**src/rtl/delay_timer.sv**
```systemverilog
// Random-delay countdown: captures LFSR value + OFFSET on trigger, counts tick
// cycles down to zero, then emits a single-cycle time_out pulse.
//
// state | meaning
// IDLE  | waiting for trigger; tick/abort ignored
// COUNT | decrementing count on tick; abort cancels
// DONE  | time_out asserted for this one cycle, then back to IDLE
module delay_timer #(
    parameter int WIDTH  = 4,
    parameter int OFFSET = 1
) (
    input  logic             clk,
    input  logic             rst,
    input  logic             trigger,
    input  logic             abort,
    input  logic             tick,
    input  logic [WIDTH-1:0] rnd,
    output logic             lfsr_en,
    output logic             busy,
    output logic             time_out,
    output logic [WIDTH:0]   count
);

    typedef enum logic [1:0] {
        IDLE  = 2'd0,
        COUNT = 2'd1,
        DONE  = 2'd2
    } state_t;

    localparam logic [WIDTH:0] CNT_ZERO = '0;
    localparam logic [WIDTH:0] CNT_ONE  = {{WIDTH{1'b0}}, 1'b1};
    localparam logic [WIDTH:0] OFS      = OFFSET[WIDTH:0];

    state_t         state;
    state_t         state_nxt;
    logic [WIDTH:0] count_nxt;
    logic [WIDTH:0] load_val;
    logic           lfsr_en_nxt;
    logic           busy_nxt;
    logic           time_out_nxt;

    // One extra bit makes rnd + OFFSET overflow-free.
    assign load_val = {1'b0, rnd} + OFS;

    always_ff @(posedge clk or negedge rst) begin
        if (!rst) begin
            state    <= IDLE;
            count    <= CNT_ZERO;
            lfsr_en  <= 1'b0;
            busy     <= 1'b0;
            time_out <= 1'b0;
        end else begin
            state    <= state_nxt;
            count    <= count_nxt;
            lfsr_en  <= lfsr_en_nxt;
            busy     <= busy_nxt;
            time_out <= time_out_nxt;
        end
    end

    always_comb begin
        state_nxt    = state;
        count_nxt    = count;
        lfsr_en_nxt  = 1'b0;
        time_out_nxt = 1'b0;

        case (state)
            IDLE: begin
                if (trigger) begin
                    count_nxt   = load_val;
                    lfsr_en_nxt = 1'b1;
                    if (load_val == CNT_ZERO) begin
                        state_nxt    = DONE;
                        time_out_nxt = 1'b1;
                    end else begin
                        state_nxt = COUNT;
                    end
                end
            end
            COUNT: begin
                if (abort) begin
                    state_nxt = IDLE;
                    count_nxt = CNT_ZERO;
                end else if (tick && (count != CNT_ZERO)) begin
                    count_nxt = count - CNT_ONE;
                    // Expire on the same edge as the last decrement.
                    if (count == CNT_ONE) begin
                        state_nxt    = DONE;
                        time_out_nxt = 1'b1;
                    end
                end
            end
            DONE: begin
                state_nxt = IDLE;
                count_nxt = CNT_ZERO;
            end
            default: begin
                state_nxt = IDLE;
                count_nxt = CNT_ZERO;
            end
        endcase

        busy_nxt = (state_nxt != IDLE);
    end

endmodule

```
**config.mk**
```make
export PLATFORM = sky130hd
export DESIGN_NAME = delay_timer
export DESIGN_NICKNAME = d
export VERILOG_FILES = /design/src/rtl/delay_timer.sv
export SDC_FILE = /design/constraint.sdc
export NUM_CORES = 1
export LEC_CHECK = 0
export BUFFER_PORTS_ARGS = -buffer_cell sky130_fd_sc_hd__buf_2
export CAP_MARGIN = 20
export CORE_AREA = 2 2 39 41
export CTS_BUF_LIST = sky130_fd_sc_hd__clkbuf_16
export CTS_CLUSTER_DIAMETER = 80
export CTS_CLUSTER_SIZE = 14
export DETAILED_ROUTE_END_ITERATION = 7
export DIE_AREA = 0 0 41 43
export PLACE_DENSITY_LB_ADDON = 0.12
export SLEW_MARGIN = 20
export SYNTH_ARGS = -nofsm -noshare
export SYNTH_HDL_FRONTEND = slang
export SYNTH_SLANG_ARGS = --single-unit
```
**constraint.sdc**
```tcl
create_clock -name clk -period 1.82 [get_ports clk]
set_input_delay 0.182 -clock clk [delete_from_list [all_inputs] [get_ports clk]]
set_output_delay 0.182 -clock clk [all_outputs]
set_load 0.05 [all_outputs]
```
==> flow_metrics.tcl <==
set metrics [dict create \
    status "complete, no violations" \
    drv_cap 0 \
    area_growth_pct 29.48 \
    die_h_um 43 \
    syn_area_sq_um 628.1 \
    numPortBuffers 16 \
    wire_per_inst_um 14.83 \
    grt_pass1_wl_um 2566 \
    synth_flop_cell "dfrtp_1" \
    tns_ns 0 \
    die-area_sq_um 1763 \
    final_util_pct 58.77 \
    min_path_type "in2reg" \
    grt_pass1_vias 567 \
    synth_top_area_share_pct 39.84 \
    antenna_found_initial 0 \
    setup_violations 0 \
    ys_ff_latch 10 \
    place_ws_ns 0.2848 \
    drcViolationCount 0 \
    final_cell_area_sq_um 813.3 \
    syn-num-nets 78 \
    gp_congestion 0.8489 \
    avgViaCountPerCell 5.842 \
    cp_data_required_time_ns 1.94 \
    clk_pin_slew_ns 0.04 \
    start_kind "flop" \
    start_util_pct 45.39 \
    crit_family "compound AO/OA/AOI/OAI gates" \
    core_area_sq_um 1384 \
    clock_path_buffers 2 \
    max_stage_delay_ns 0.42 \
    synth_warnings 0 \
    yosysMostFrequentCell "dfrtp_1" \
    hold_violations 0 \
    p_per_area_nw_per_um2 1812 \
    first_iter_violations 16 \
    chipWidth_um 41 \
    fin_crit_ns 1.568 \
    cts_htree_levels 1 \
    hp-start "trigger" \
    p_total_mw 1.473 \
    max-vdd-ir-drop_v 0.0008334 \
    synthTopCellsByCount "10 x dfrtp_1, 8 x nor2_1" \
    worst-endpoint-arrival_ns 1.69 \
    crit_path_end_kind "flop" \
    p_seq_share_pct 26.2 \
    synth_cells 65 \
    cp_slowest_cell "dfrtp_1" \
    drv_slew 0 \
    dr.pass1.iters 4 \
    num-nets-final 99 \
    clk_latency_ns 0.24 \
    path_cells "inv_1, ha_1, nand3b_1, o221ai_4, nor2_1, a32o_1" \
    final_antenna_net_count 0 \
    pwr-share-clk_pct 26.6 \
    n_antenna_cell 0 \
    switchingPower_mw 0.6707 \
    cts_sinks 10 \
    p_int_mw 0.8028 \
    fill_cells 126 \
    critPathKind "reg2reg" \
    synthTopCellsByArea "dfrtp_1 40%, ha_1 8.0%, a211oi_1 4.8%" \
    synth-seq-area-share_pct 39.84 \
    critPathMaxFanout 6 \
    timing.rr.start "count[0]$_DFFE_PN0P_" \
    rows 14 \
    min_period_over_period_pct 86.14 \
    synth_enable_flop_cells 0 \
    drive_above_1_share_pct 25.88 \
    grt_start_max_net_pins 11 \
    max_freq_mhz 637.9 \
    worst_pin_slew_ns 0.3547 \
    fin_skew_ns 0.0007903 \
    crit_buf_inv 1 \
    switching_share_pct 45.52 \
    placed_area_sq_um 724.4 \
    vias 590 \
    async_flop_share_pct 100.0 \
    ioPinCount 17 \
    finalWorstSetupSlack_ns 0.2523 \
    maxSlewHeadroom_pct 76.26 \
    combinationalPowerShare_pct 47.2 \
    numCtsBuffers 3 \
    yosys.area.top_type "dfrtp_1" \
    grt.overflow.total 0 \
    avgSynthCellArea_sq_um 9.663 \
    rsz0062_at_grt "no" \
    track_usage_pct 22.35 \
    root_buffer "clkbuf_16" \
    hpwl_um 1119 \
    leakage_nw 0.3776 \
    cts_tree "yes" \
    routed_wl_um 1498 \
    synth_cell_types 29 \
    cts_setup_buffers 0 \
    crit_path_start "count[0]$_DFFE_PN0P_" \
]
cells in the final DEF, fill, tap and decap left out:
master          n
a21boi_0        1
nand4b_1        1
nand3b_1        1
dfrtp_1        10
a211oi_1        4
nand4_1         2
nor3_1          2
o22ai_1         2
nor2_1          8
xnor2_1         1
inv_1           3
o221ai_4        1
a22o_1          2
or3_4           1
clkbuf_16       3
buf_2          16
or3_1           1
nand2_1         4
a21oi_1         2
a211o_1         1
or3b_1          1
or2_2           1
nand2b_1        1
nand3_1         4
dlygate4sd3_1   1
a32o_1          2
o31ai_1         1
xor2_1          1
nor3b_1         1
o21ai_1         1
ha_1            4
clkinv_1        1
state kept, by name (all words and copies together) (netlist names):
name	flops
busy	1
count	5
lfsr_en	1
state	2
time_out	1
per-layer routing:
| metal | vias to the layer above | wire, um | global-route usage [%] |
|---|---|---|---|
| li1 | 288 | - | - |
| met1 | 274 | 671 | 29.28 |
| met2 | 25 | 690 | 32.50 |
| met3 | 3 | 111 | 5.236 |
| met4 | 0 | 24 | 12.00 |
| met5 | - | 0 | 0 |
path summary, 6_finish.rpt:
path	depth (start not counted)	endpoint	slack (ns)
max	6	count[4]$_DFFE_PN0P_	0.25
min	3	lfsr_en$_DFF_PN0_	0.25
max reg2reg	6	count[4]$_DFFE_PN0P_	0.25
min reg2reg	1	count[4]$_DFFE_PN0P_	0.60
max in group asynchronous	2	count[3]$_DFFE_PN0P_	1.30
min in group asynchronous	2	state[1]$_DFF_PN0_	0.34
power by group through the flow:
stage,registers [mW],clock network [mW],logic (mW)
3_5_place_dp,0.384,0,0.686
4_1_cts,0.381,0.397,0.694
5_1_grt,0.398,0.410,0.759
2_1_floorplan,0.589,0,0.321
3_3_place_gp,0.383,0,0.689
6_report,0.386,0.392,0.696
final cells by class:
cell class                 instances  area [sq um]  area share [%]
clock buffer                       3         75.07           9.231
clock inverter                     1         3.754          0.4615
inverter                           3         11.26           1.385
multi-input combinational         51         362.8           44.62
sequential                        10         250.2           30.77
tap                               16         20.02           2.462
timing repair buffer              17         90.09           11.08
metrics by stage:
step	hold slack, ns	std cells
2_1_floorplan	-0.1136	65
3_3_place_gp	0.05695	96
3_5_place_dp	0.05714	96
4_1_cts	0.2508	101
5_1_grt	0.2930	101
6_report	0.2526	101
tightest hold or removal path, cell delays in order:
cell and delay (ns):
buf_2 0.09, nand2_1 0.09, inv_1 0.09
cells by family (layout without fill, tap and decap cells):
group | Yosys count | after routing | synth area share, %
buffers and inverters | 4 | 24 | 2.390
AOI/OAI and AO/OA | 17 | 17 | 23.11
xor gates and xnor gates | 2 | 2 | 2.789
and+or+nand+nor | 28 | 28 | 23.91
adders and majority gates | 4 | 4 | 7.968
DFF | 10 | 10 | 39.84
timing repair:
| action | in CTS | in global routing |
|---|---|---|
| gates resized for setup | 0 | 0 |
| hold endpoints to repair | 10 | 0 |
| hold buffers | 1 | 0 |
Power figures use the tool's default switching activity.
